**config.mk**
```make
export PLATFORM = sky130hd
export DESIGN_NAME = mem_port_arbiter
export DESIGN_NICKNAME = d
export VERILOG_FILES = /design/src/rtl/mem_port_arbiter.sv
export SDC_FILE = /design/constraint.sdc
export NUM_CORES = 1
export LEC_CHECK = 0
export ABC_AREA = 1
export ABC_CLOCK_PERIOD_IN_PS = 2750
export BUFFER_PORTS_ARGS = -buffer_cell sky130_fd_sc_hd__buf_2
export CELL_PAD_IN_SITES_DETAIL_PLACEMENT = 2
export CELL_PAD_IN_SITES_GLOBAL_PLACEMENT = 2
export CORE_MARGIN = 3
export CORE_UTILIZATION = 25
export DETAILED_ROUTE_END_ITERATION = 6
export HOLD_SLACK_MARGIN = 0.05
export PLACE_DENSITY_LB_ADDON = 0.1
export SLEW_MARGIN = 20
export SYNTH_ARGS = -nofsm -noshare
export SYNTH_HDL_FRONTEND = slang
export SYNTH_SLANG_ARGS = --single-unit
```
**constraint.sdc**
```tcl
create_clock -name clk -period 2.75 [get_ports clk]
set_clock_uncertainty 0.1 [all_clocks]
set_input_delay 0.55 -clock clk [delete_from_list [all_inputs] [get_ports clk]]
set_output_delay 0.55 -clock clk [all_outputs]
set_load 0.02 [all_outputs]
```
**src/rtl/mem_port_arbiter.sv**
```systemverilog
// Arbitrates one single-port memory between instruction fetch and the memory stage.
// Data wins ties unless a run of data grants has starved a waiting fetch.
module mem_port_arbiter #(
    parameter int unsigned ADDR_W       = 32,
    parameter int unsigned DATA_W       = 32,
    parameter int unsigned MAX_D_STREAK = 4
) (
    input  logic              clk,
    input  logic              rst,
    input  logic              if_req,
    input  logic [ADDR_W-1:0] if_addr,
    input  logic              if_flush,
    output logic [DATA_W-1:0] if_rdata,
    output logic              if_ack,
    input  logic              d_req,
    input  logic              d_we,
    input  logic [ADDR_W-1:0] d_addr,
    input  logic [DATA_W-1:0] d_wdata,
    output logic [DATA_W-1:0] d_rdata,
    output logic              d_ack,
    output logic              stall_if,
    output logic              stall_mem,
    output logic              mem_req,
    output logic              mem_we,
    output logic [ADDR_W-1:0] mem_addr,
    output logic [DATA_W-1:0] mem_wdata,
    input  logic [DATA_W-1:0] mem_rdata,
    input  logic              mem_ack
);

    localparam int unsigned STREAK_W = 4;

    typedef enum logic [1:0] {
        IDLE,
        BUSY_I,
        BUSY_D
    } state_t;

    state_t              state;
    logic [STREAK_W-1:0] streak;
    logic                discard;

    logic elig_i;
    logic elig_d;
    logic streak_full;
    logic grant_d;
    logic grant_i;

    // Grant decision; a requester being acked this cycle is not eligible again yet
    always_comb begin
        elig_i      = if_req & ~if_ack & ~if_flush;
        elig_d      = d_req & ~d_ack;
        streak_full = (streak == STREAK_W'(MAX_D_STREAK));
        grant_d     = (state == IDLE) & elig_d & ~(elig_i & streak_full);
        grant_i     = (state == IDLE) & elig_i & ~grant_d;
    end

    assign stall_if  = if_req & ~if_ack;
    assign stall_mem = d_req & ~d_ack;

    always_ff @(posedge clk) begin
        if (rst) begin
            state     <= IDLE;
            streak    <= '0;
            discard   <= 1'b0;
            mem_req   <= 1'b0;
            mem_we    <= 1'b0;
            mem_addr  <= '0;
            mem_wdata <= '0;
            if_rdata  <= '0;
            if_ack    <= 1'b0;
            d_rdata   <= '0;
            d_ack     <= 1'b0;
        end else begin
            if_ack <= 1'b0;
            d_ack  <= 1'b0;
            case (state)
                IDLE: begin
                    if (grant_d) begin
                        mem_req   <= 1'b1;
                        mem_we    <= d_we;
                        mem_addr  <= d_addr;
                        mem_wdata <= d_wdata;
                        state     <= BUSY_D;
                        if (elig_i && !streak_full) begin
                            streak <= streak + 1'b1;
                        end
                    end else if (grant_i) begin
                        mem_req  <= 1'b1;
                        mem_we   <= 1'b0;
                        mem_addr <= if_addr;
                        state    <= BUSY_I;
                        streak   <= '0;
                    end
                end
                BUSY_I: begin
                    // A redirect at any point of the fetch, even its last cycle, drops the data
                    if (mem_ack) begin
                        mem_req <= 1'b0;
                        mem_we  <= 1'b0;
                        discard <= 1'b0;
                        state   <= IDLE;
                        if (!(discard || if_flush)) begin
                            if_rdata <= mem_rdata;
                            if_ack   <= 1'b1;
                        end
                    end else if (if_flush) begin
                        discard <= 1'b1;
                    end
                end
                BUSY_D: begin
                    if (mem_ack) begin
                        mem_req <= 1'b0;
                        mem_we  <= 1'b0;
                        d_rdata <= mem_rdata;
                        d_ack   <= 1'b1;
                        state   <= IDLE;
                    end
                end
                default: state <= IDLE;
            endcase
            if (!if_req) begin
                streak <= '0;
            end
        end
    end

endmodule

```
; ---- Word level (Yosys, flattened, before mapping)
; Cells that the tools add are included.
[classes]
add_sub_neg = 1
n_eq_ne = 6
n_mux = 20
bitwise = 18
reduce_logical = 19
[op_table]
columns = operator, n
row1 = $mux W32, 2
row2 = $mux W4, 3
row3 = $not A1 Y1, 10
row4 = $reduce_and A2 Y1, 5
row5 = $mux W1, 9
row6 = $reduce_and A3 Y1, 3
row7 = $and A1 B1 Y1, 8
row8 = $mux W2, 3
row9 = $reduce_bool A2 Y1, 3
row10 = $reduce_or A2 Y1, 3
row11 = $add A4 B1 Y4 const B, 1
row12 = $eq A4 B3 Y1 const B, 1
row13 = $ne A2 B1 Y1 const B, 2
row14 = $pmux W1 S2, 2
row15 = $pmux W2 S2, 1
row16 = $ne A3 B3 Y1 const B, 1
row17 = $reduce_or A3 Y1, 1
row18 = $eq A2 B1 Y1 const B, 1
row19 = $eq A2 B2 Y1 const B, 1
row20 = $logic_not A2 Y1, 1
row21 = $logic_and A1 B1 Y1, 1
row22 = $logic_not A1 Y1, 1
row23 = $logic_or A1 B1 Y1, 1
[totals]
ff_bits = 139
in_bits = 135
output_inout_bits = 134
elab_cells = 75

; ---- Logic depth before layout (Yosys ltp)
[depth]
depth_word = 11
depth_mapped = 12
depth_no_buf = 10

; ---- Least setup slack after synthesis
; Ideal clock, no wire load.
[synth_timing]
path_type = in2reg
start = input if_req
end = register mem_addr[12]
setup_time_ps = 128
arrival_time_ps = 1457
slack_ps = 1066
path_stages = 8
path_buffers = 1
path_cell_list = inv_2 > nor2_2 > nand3_2 > clkbuf_1 > nand3_1 > nand2_1 > nor2_1 > nor2_1
[synth_via]
elab_chain_len = 9
[synth_lines]
columns = element, line_no
row1 = "start, declared", 10  ; input logic if_req,
row2 = $and A1 B1 Y1 *, --
row3 = net stall_if, 21  ; output logic stall_if,
row4 = $and A1 B1 Y1 *, 51  ; elig_i = if_req & ~if_ack & ~if_flush;
row5 = $and A1 B1 Y1, 54  ; grant_d = (state == IDLE) & elig_d & ~(elig_i & streak_full);
row6 = $not A1 Y1, 54
row7 = $and A1 B1 Y1, 54
row8 = $not A1 Y1, 55  ; grant_i = (state == IDLE) & elig_i & ~grant_d;
row9 = $and A1 B1 Y1, 55
row10 = $reduce_bool A2 Y1 (no line), --
row11 = $reduce_and A2 Y1 (no line), --
row12 = "end signal, assigned", 82  ; mem_addr <= d_addr;
row13 = "end signal, assigned", 91  ; mem_addr <= if_addr;
row14 = "end, declared", 25  ; output logic [ADDR_W-1:0] mem_addr,
; The timed path passes the listed nets; every way through them passes the cells marked *.
; A chain may end at the register's enable or synchronous reset.

; ---- Worst setup path after layout
[layout_timing]
start = register state[1]
end = register mem_addr[8]
[layout_via]
elab_chain_len = 7
[layout_lines]
columns = element, line_no
row1 = "start, declared", 39  ; state_t state;
row2 = "start signal, assigned", 63  ; state <= IDLE;
row3 = "start signal, assigned", 84  ; state <= BUSY_D;
row4 = "start signal, assigned", 92  ; state <= BUSY_I;
row5 = $logic_not A2 Y1 *, "54, 55, 77"
row6 = $and A1 B1 Y1 (2 in series), 54
row7 = $not A1 Y1, 55
row8 = $and A1 B1 Y1, 55
row9 = $reduce_bool A2 Y1 (no line), --
row10 = $reduce_and A2 Y1 (no line), --
; Every way passes the cells marked *; elsewhere a longest branch is shown, timed or not.

==> summary.txt <==
Drt
  – DRT Wirelength: between 20000 and 25000 um
  – Iter 0 DRT Violations: 224
  – Antenna-violating nets left: 0
  – DR pass1 iterations: 4
  – Via-per-instance ratio: about 4.5
  – Vias: 6045
  – Remaining DRCs: 0
  – Avg WL per Cell: about 16 um

Worst hold path
  – Worst Hold Path EP: mem_wdata[25]$_SDFFE_PP0P_
  – Hold depth: 3
  – Hold Path Class: input pin to flip-flop
  – HP Start: d_wdata[25]

Placed design
  – Placed inst area: 7220 um^2
  – RePlAce Congestion: approximately 0.75
  – I/O Buffers: about 270
  – Hpwl dp: around 15000 um

Synth
  – Post-synth net total: slightly above 900
  – Gate Count Post-Synth: roughly 800
  – Ys Warns: 0
  – Synth unique cells: 25
  – Avg Synthesized Cell Area: about 7 um^2
  – Synthesized area: 5610 um^2
  – Synthesized flop and latch total: approximately 140
  – Post-synthesis sequential area ratio: 0.496

Die
  – Core ar.: 22000 um^2
  – I/O Pins: 269
  – Initial core utilization: 0.256
  – Full die area: 24300 um^2
  – Die Wd: about 160 um
  – Die Y: 156 um
  – Rows: 54

Power
  – Cell-internal power: around 4900 uW
  – Power Dens Cells: about 1100 nW/um^2
  – Clock power frac: 0.291
  – Reg power frac: 0.335
  – Worst VDD drop: 0.000397 V
  – Logic pwr share: 0.374
  – Switching share of power: 0.404
  – Switch Pwr: about 3300 uW
  – Lkg Pwr: 0.00408 uW

CTS
  – Post-CTS Setup Inserts: 0
  – CTS root buf: clkbuf_16
  – Hold_buf cts: 0
  – Post-CTS Resized: 0
  – Max clock buf depth: 2
  – CTS tree: yes
  – H-tree lvl count: 4
  – CTS buffer count: 17
  – Clock transition at path regs: 0.07 ns
  – Clk Latency, worst-skew pair: between 0.4 and 0.5 ns
  – CTS sink cnt: about 140

Finish
  – Finished Cell Area: between 7000 and 8000 um^2
  – Fraction of layout cells with a size suffix above 1: 0.317
  – Area grow syn2layout: 39.5%
  – Final net count: roughly 1200
  – Fill cell count: 2662

Setup path
  – Critical path class: flip-flop to flip-flop
  – CP max-delay cell: nand3_2
  – Critical path buffer and inverter count: 2
  – Worst R2R Path Depth: 9
  – R2R Path Start: state[1]$_SDFFE_PP0P_
  – CP Capture Type: flip-flop
  – Crit path max-delay family: simple AND/OR/NAND/NOR gates
  – Maximum fanout along the worst path: 22
  – Worst Path Required: around 3 ns
  – R2R Path End: mem_addr[8]$_SDFFE_PP0P_
  – Setup slack, reg-to-reg: about 0.68 ns
  – Crit path cell chain: inv_1 -> ha_1 -> inv_2 -> nor2_8 -> nand2_2 -> nand3_2 -> nor2_1 -> nor2_1 -> nor2_1
  – Worst path most repeated cell: nor2_1
  – Arrival @ worst endpoint: around 2.3 ns
  – CP max stage delay: between 0.4 and 0.5 ns
  – Worst Setup Start Kind: flip-flop

Timing
  – Slew HR: 0.639
  – TNS Setup: 0 ns
  – Unrepaired setup endpoints after global routing: no
  – Final period utilization: 0.753
  – Final-report max-slew violation count: 0
  – Fin crit period: between 2 and 2.5 ns
  – Final hold vios: 0
  – Setup violators final: 0
  – Measured slew at the worst slew-check pin: 0.541 ns
  – Max Clock Freq: between 0.4 and 0.5 GHz

Run
  – MaxCap Viol Count: 0

GRT
  – Vias in the first global route: 6466
  – Total GRT Usage: 0.176
  – Initial antenna violation count: 1
  – Largest net degree at the start of global routing: 110
  – First-pass GRT wire length: around 34000 um
  – GR Overflow Total: 0

Status
  – Result of the run: complete, no violations
cell usage in the layout, fill, tap and decap left out, types with 4 or more instances in the layout:
cell | Yosys | final
buf_2 | 16 | 268
nor2_1 | 265 | 265
dfxtp_1 | 139 | 139
o21ai_0 | 91 | 91
nand2_1 | 68 | 68
inv_1 | 61 | 61
nand3_1 | 61 | 61
o21ai_1 | 17 | 17
clkbuf_16 | 0 | 17
buf_4 | 2 | 10
nand2_2 | 9 | 9
ha_1 | 6 | 6
inv_6 | 0 | 6
a21oi_1 | 5 | 5
inv_2 | 3 | 4
nand3_2 | 4 | 4
final cells by class:
cell class,instances,area [um^2],area share
flip-flops and latches,139,2780,0.355
diodes,2,5.00,0.000639
clock buffers,19,453,0.0578
inverters,65,244,0.0312
clock inverters,13,154,0.0197
multi-input cells,535,2370,0.302
well taps,280,350,0.0447
repair buffers,281,1480,0.189
state kept, by name, indices dropped and copies added (netlist names):
register,flops
if_ack,1
streak,4
mem_wdata,32
mem_addr,32
state,2
discard,1
mem_req,1
mem_we,1
d_ack,1
if_rdata,32
d_rdata,32
through the flow:
| step | hold WS [ns] | total power (uW) | worst slack, ns | util | instances |
|---|---|---|---|---|---|
| 2_1_floorplan | 0.367 | 4810 | 1.07 | - | 786 |
| 3_3_place_gp | 0.357 | 5860 | 0.709 | 0.329 | 1300 |
| 3_5_place_dp | 0.369 | 5930 | 0.604 | 0.329 | 1300 |
| 4_1_cts | 0.233 | 8400 | 0.587 | 0.356 | 1332 |
| 5_1_grt | 0.250 | 8860 | 0.437 | 0.356 | 1332 |
| 6_report | 0.253 | 8230 | 0.678 | 0.357 | 1334 |
layer usage:
layer / track usage / wire length [um]
met1: 0.203 / 9130
met2: 0.312 / 10600
met3: 0.0660 / 1560
met4: 0.0353 / 142
met5: 0 / 20
logic make-up after synthesis:
kind of cell,share of synthesized area
flops,0.496
simple gates,0.306
buf+inv,0.0827
fa+ha+maj,0.0134
compound gates,0.102
worst max path at each step:
stage,startpoint,end,slack (ns),cells after the start
final,state[1]$_SDFFE_PP0P_,mem_addr[8]$_SDFFE_PP0P_,0.68,9
after global routing,state[0]$_SDFFE_PP0P_,mem_addr[30]$_SDFFE_PP0P_,0.44,9
after CTS,state[1]$_SDFFE_PP0P_,mem_addr[8]$_SDFFE_PP0P_,0.59,9
after detailed placement,if_flush,mem_addr[8]$_SDFFE_PP0P_,0.60,8
after global placement,if_flush,mem_addr[22]$_SDFFE_PP0P_,0.71,8
after floorplan,if_req,mem_addr[12]$_SDFFE_PP0P_,1.07,8
worst register-to-register path: stages, from the launching register on:
cell	delay, ns
dfxtp_1	0.40
inv_1	0.09
ha_1	0.26
inv_2	0.16
nor2_8	0.08
nand2_2	0.09
nand3_2	0.44
nor2_1	0.26
nor2_1	0.06
nor2_1	0.08
synthesized netlist by cell type:
cell type	n	area (um^2)
a21oi_1	5	25.0
a21boi_1	1	7.51
nor2_4	1	11.3
nand3_2	4	40.0
clkbuf_1	26	97.6
buf_2	16	80.1
nand3_1	61	305
nor3_1	3	15.0
clkinv_1	1	3.75
nand3b_1	1	7.51
nor2_8	1	20.0
nor2_2	1	6.26
buf_6	2	22.5
dfxtp_1	139	2780
clkbuf_2	1	5.00
inv_1	61	229
nor2_1	265	995
or2_2	1	6.26
ha_1	6	75.1
buf_4	2	15.0
o21ai_0	91	455
nand2_2	9	56.3
o21ai_1	17	85.1
inv_2	3	11.3
nand2_1	68	255
power groups by stage:
stage | registers, uW | logic, uW | clock network, uW
6_report | 2750 | 3080 | 2390
5_1_grt | 2830 | 3470 | 2550
4_1_cts | 2770 | 3170 | 2470
3_5_place_dp | 2800 | 3130 | 0
3_3_place_gp | 2790 | 3070 | 0
2_1_floorplan | 3370 | 1440 | 0
Note: power is estimated with default switching activity, not from simulation.
